File: src/rtl/iter_rshift.sv
// iter_rshift: iterative right shifter, one single-bit shift per clock.
// Accepts a WIDTH-bit operand and an SHW-bit shift amount. It shifts either
// arithmetically (MSB replicate) or logically (zero fill), and accumulates a
// sticky bit from every bit shifted out past bit 0.
//
// Ports:
//   clk        system clock, rising-edge
//   reset      synchronous active-high reset
//   in_valid   request valid          in_ready   request accepted (IDLE only)
//   a          operand                sh         shift amount (0..2^SHW-1)
//   arith      1 = arithmetic, 0 = logical
//   out_valid  result valid (DONE)    out_ready  consumer accepts result
//   dataout    shifted result         sticky     OR of bits shifted out
module iter_rshift #(
  parameter int unsigned WIDTH = 16,
  parameter int unsigned SHW   = 4
) (
  input  logic             clk,
  input  logic             reset,
  input  logic             in_valid,
  output logic             in_ready,
  input  logic [WIDTH-1:0] a,
  input  logic [SHW-1:0]   sh,
  input  logic             arith,
  output logic             out_valid,
  input  logic             out_ready,
  output logic [WIDTH-1:0] dataout,
  output logic             sticky
);

  typedef enum logic [1:0] {
    IDLE  = 2'd0,
    SHIFT = 2'd1,
    DONE  = 2'd2
  } state_t;

  state_t           state_q, state_d;
  logic [WIDTH-1:0] data_d;
  logic [SHW-1:0]   count_q, count_d;
  logic             mode_q, mode_d;
  logic             sticky_d;
  logic             in_ready_d;
  logic             out_valid_d;

  // State and datapath registers; handshake outputs are registered copies
  // of the next-state decode so neither has a combinational input path.
  always_ff @(posedge clk) begin
    if (reset) begin
      state_q   <= IDLE;
      dataout   <= '0;
      count_q   <= '0;
      mode_q    <= 1'b0;
      sticky    <= 1'b0;
      in_ready  <= 1'b1;
      out_valid <= 1'b0;
    end else begin
      state_q   <= state_d;
      dataout   <= data_d;
      count_q   <= count_d;
      mode_q    <= mode_d;
      sticky    <= sticky_d;
      in_ready  <= in_ready_d;
      out_valid <= out_valid_d;
    end
  end

  // Next-state and datapath update.
  always_comb begin
    state_d  = state_q;
    data_d   = dataout;
    count_d  = count_q;
    mode_d   = mode_q;
    sticky_d = sticky;

    case (state_q)
      IDLE: begin
        if (in_valid) begin
          data_d   = a;
          count_d  = sh;
          mode_d   = arith;
          sticky_d = 1'b0;
          state_d  = (sh == '0) ? DONE : SHIFT;
        end
      end
      SHIFT: begin
        // Fill bit is the current MSB in arithmetic mode, zero otherwise.
        data_d   = {mode_q & dataout[WIDTH-1], dataout[WIDTH-1:1]};
        sticky_d = sticky | dataout[0];
        count_d  = count_q - SHW'(1);
        if (count_q == SHW'(1)) begin
          state_d = DONE;
        end
      end
      DONE: begin
        if (out_ready) begin
          state_d = IDLE;
        end
      end
      default: begin
        state_d = IDLE;
      end
    endcase

    in_ready_d  = (state_d == IDLE);
    out_valid_d = (state_d == DONE);
  end

endmodule

File: config.mk
export PLATFORM = sky130hd
export DESIGN_NAME = iter_rshift
export DESIGN_NICKNAME = d
export VERILOG_FILES = /design/src/rtl/iter_rshift.sv
export SDC_FILE = /design/constraint.sdc
export NUM_CORES = 1
export LEC_CHECK = 0
export ABC_AREA = 1
export BUFFER_PORTS_ARGS = -buffer_cell sky130_fd_sc_hd__buf_2
export CELL_PAD_IN_SITES_DETAIL_PLACEMENT = 0
export CELL_PAD_IN_SITES_GLOBAL_PLACEMENT = 2
export CORE_ASPECT_RATIO = 0.5
export CORE_MARGIN = 2
export CORE_UTILIZATION = 26
export DETAILED_ROUTE_END_ITERATION = 8
export MAX_ROUTING_LAYER = met4
export PLACE_DENSITY = 0.89
export REMOVE_ABC_BUFFERS = 1
export SKIP_LAST_GASP = 1
export SLEW_MARGIN = 20
export SYNTH_ARGS = -nofsm -noshare
export SYNTH_HDL_FRONTEND = slang
export SYNTH_SLANG_ARGS = --single-unit
File: constraint.sdc
create_clock -name clk -period 2.6 [get_ports clk]
set_input_delay 0.78 -clock clk [delete_from_list [all_inputs] [get_ports clk]]
set_output_delay 0.78 -clock clk [all_outputs]
set_load 0.02 [all_outputs]
==> impl.org <==
** Power
- Reported leakage power :: 0.0006904 uW
- Overall power consumption after layout is estimated at 972.2 uW.
- Power spread over the standard cell area amounts to 669.3 nW/um2.
- Worst voltage drop across the vdd grid :: 0.0002301 V

** Timing
- Setup repair after global routing left no endpoint under its margin.
- Max Clock Freq :: 619.6 MHz
- Final Max Tran Viols :: 0
- The tightest hold path in the finished design has a slack of 488.9 ps.
- Final-report hold violation count :: 0
- Relative max-transition margin :: 0.7127
- Final WS setup :: 986.0 ps
- Setup Skew :: 2.505 ps
- Setup violations remaining at the end of the flow were counted as 0.
- In the final timing run, aggregate negative setup slack is 0 ps.
- Of the available clock period, the critical path in the final layout requires 0.6208.
- Transition at the pin with the smallest max-transition slack :: 430.6 ps
- The routed design could run at a clock period as short as 1614 ps.

** Routing
- Signal routing reaches up to met3.
- Met3 Wirelength :: 100 um
- After detailed routing, the met2 layer carries 1447 um of wire.
- Drt via density :: 4.426
- In the routed design, unresolved DRC markers number 0.
- Met1 layer wirelength in the final routing :: 1493 um
- The final route contains 1142 vias.
- Before antenna repair, the detailed router went through 4 iterations.
- Drt first-iter violations :: 27
- Antenna Nets Post-Route :: 0
- Dividing the detail-routed wire length by the instance count gives 11.79 um.
- Total length of routed wires :: 3041 um

** Global routing
- Global-route total usage across every layer :: 0.1221
- The first global-routing pass estimated 4733 um of wire.
- Grt total ovfl :: 0
- Antenna violations before repair :: 0
- Pin count of the biggest net entering global routing :: 21
- The via count of the first global-routing pass was 1072.

** Critical path
- WP data arrival :: 830 ps
- The worst setup path is launched from a flip-flop.
- Crit. End Element :: output pin
- In this run the worst path has a maximum fanout of 4.
- Library cell contributing the largest single delay on the critical path :: dfxtp_1
- The number of cells on the worst reg-to-reg path is 8.
- Register-to-register setup slack :: 1240 ps
- Startpoint of the lowest-slack register-to-register path :: state_q[1]
- The kind of cell with the highest combined delay along the critical path is flip-flops.
- The largest single stage delay on the critical path is 380 ps.
- The number of buffers and inverters on the critical path is 1.
- Capture instance of the worst register-to-register path :: in_ready
- Ordered cell list for the critical path :: buf_2
- The worst setup path is of the flip-flop to output pin kind.
- Data on the critical path is required at its endpoint by 1820 ps.

** Clock network
- For this design, the sink count on the clock tree is 26.
- In this run the deepest clock path goes through 2 buffers.
- Skew-Pair Late Insertion Delay :: 270 ps
- Post-cts hold buffer count :: 0
- Post-cts sizing count :: 0
- Setup fix buffers added after clock tree synthesis :: 0
- TritonCTS built the clock tree.
- Clock-pin slew was measured on the worst setup and hold paths at 90 ps.
- The root buffer cell chosen for the clock tree is clkbuf_8.
- In this run the number of H-tree levels came out at 1.
- Counting the buffers created by CTS gives 3.

** Hold path
- Hold Path Sink :: dataout[15]
- The worst hold path begins at mode_q.
- Cell depth of the worst min-delay path :: 2
- The worst hold path belongs to the class flip-flop to flip-flop.

** Floorplan
- Horizontal extent of the die :: 97.74 um
- Initial core utilization :: 0.2811
- The floorplan step defined a core boundary enclosing 4064 um2.
- Standard-cell row count :: 16
- Height of the die :: 50.87 um
- Die area :: 4972 um2
- Boundary pin count :: 44

** Synthesis
- After synthesis, the share of flip-flops with an asynchronous set or reset is 0.
- Dominant register cell in the synthesized netlist :: dfxtp_1
- Most repeated cell in the gate-level netlist after synthesis :: nor2_1
- Sequential cell area fraction in the yosys report :: 0.4556
- dfxtp_1 takes more of the synthesized area than any other cell.
- Synthesis-stage register bit count :: 26
- In this run the cell area of the synthesized design comes to 1142 um2.
- Cell variety after synth :: 19
- Synthesis produced 162 cells.
- EDFF count, synth :: 0
- During synthesis, Yosys emitted a total of 0 warnings.
- Most instantiated cells after synthesis :: 36 x nor2_1, 30 x nand2_1, 26 x dfxtp_1
- Share of Yosys cell area claimed by the top area cell type :: 0.4556
- Sorting the synthesized cells by area gives the leading types as dfxtp_1 46%, nor2_1 12%, nand2_1 9.9%, o21ai_0 7.4%, nor3_1 5.7%.
- The average instance in the mapped netlist occupies 7.052 um2.

** Final layout
- Layout-stage area growth over the synthesis result :: 27.16%
- The repair_antennas step left the layout with diodes totalling 0.
- Post-layout utilization of the core :: 0.3575
- # nets final :: 232
- Ratio of cells with drive above 1 in the final layout :: 0.2696

** Place
- Routability congestion estimate :: 0.7626
- Sum of net half-perimeters after detailed placement :: 2221 um
- The count of buffers added on input and output ports is 43.
- Setup slack after placement :: 778.2 ps

** Outcome
- Result of the run :: finished, final reports clean

** Flow run
- Max Cap Violations :: 0
placed cells by master (no fill, tap or decap):
| cell type | synthesis | routed |
|---|---|---|
| dfxtp_1 | 26 | 26 |
| nand2_2 | 3 | 3 |
| nor2_1 | 36 | 36 |
| a21oi_1 | 8 | 8 |
| buf_4 | 3 | 1 |
| inv_1 | 6 | 6 |
| nor3_1 | 13 | 13 |
| a22oi_1 | 1 | 1 |
| buf_2 | 1 | 43 |
| ha_1 | 2 | 2 |
| a31oi_1 | 2 | 2 |
| nand2_1 | 30 | 30 |
| nand3_1 | 6 | 6 |
| nand3b_1 | 2 | 2 |
| o21ai_0 | 17 | 17 |
| nor2_2 | 1 | 1 |
| inv_2 | 3 | 3 |
| clkbuf_8 | 0 | 4 |
logic make-up after synthesis:
| logic type | share of synthesized area |
|---|---|
| buf+inv | 0.06023 |
| flops | 0.4556 |
| compound gates | 0.1271 |
| simple gates | 0.3352 |
| fa+ha+maj | 0.02190 |
final cells by class:
cell class / instances / area, um2
Fill cell: 463 / 2611
Multi-Input combinational cell: 121 / 553.0
Clock buffer: 4 / 55.05
Inverter: 9 / 33.78
Tap cell: 54 / 67.56
Sequential cell: 26 / 520.5
Timing Repair Buffer: 44 / 222.7
report_power, final:
group,leakage [uW],switching [uW],internal (uW)
combinational,0.000446,153,85.0
sequential,0.000215,31.9,442
clock,0.0000288,125,135
total,0.000690,310,662
metal layers:
layer  GRT usage  vias up
li1            -      612
met1      0.1476      511
met2      0.2126       19
met3     0.03283        0
met4     0.02083        0
met5           -        -
sequential cells by signal (all words and copies together) (netlist names):
| signal | cells |
|---|---|
| dataout | 16 |
| count_q | 4 |
| state_q | 2 |
| in_ready | 1 |
| mode_q | 1 |
| out_valid | 1 |
| sticky | 1 |
metrics by stage:
step	instances	instance area (um2)
5_1_grt	258	1453
2_1_floorplan	156	1107
4_1_cts	258	1453
3_5_place_dp	254	1398
3_3_place_gp	254	1398
6_report	258	1453
worst max-delay path by stage:
stage                 from     endpoint  slack [ps]  depth (start not counted)
3_5_place_dp      in_valid     in_ready         780                          8
3_3_place_gp      in_valid     in_ready         790                          8
2_1_floorplan     in_valid     in_ready        1130                          7
4_1_cts        dataout[15]  dataout[15]         970                          1
6_report       dataout[15]  dataout[15]         990                          1
5_1_grt        dataout[15]  dataout[15]         920                          1
No activity file was read; power rests on OpenSTA's default activity.
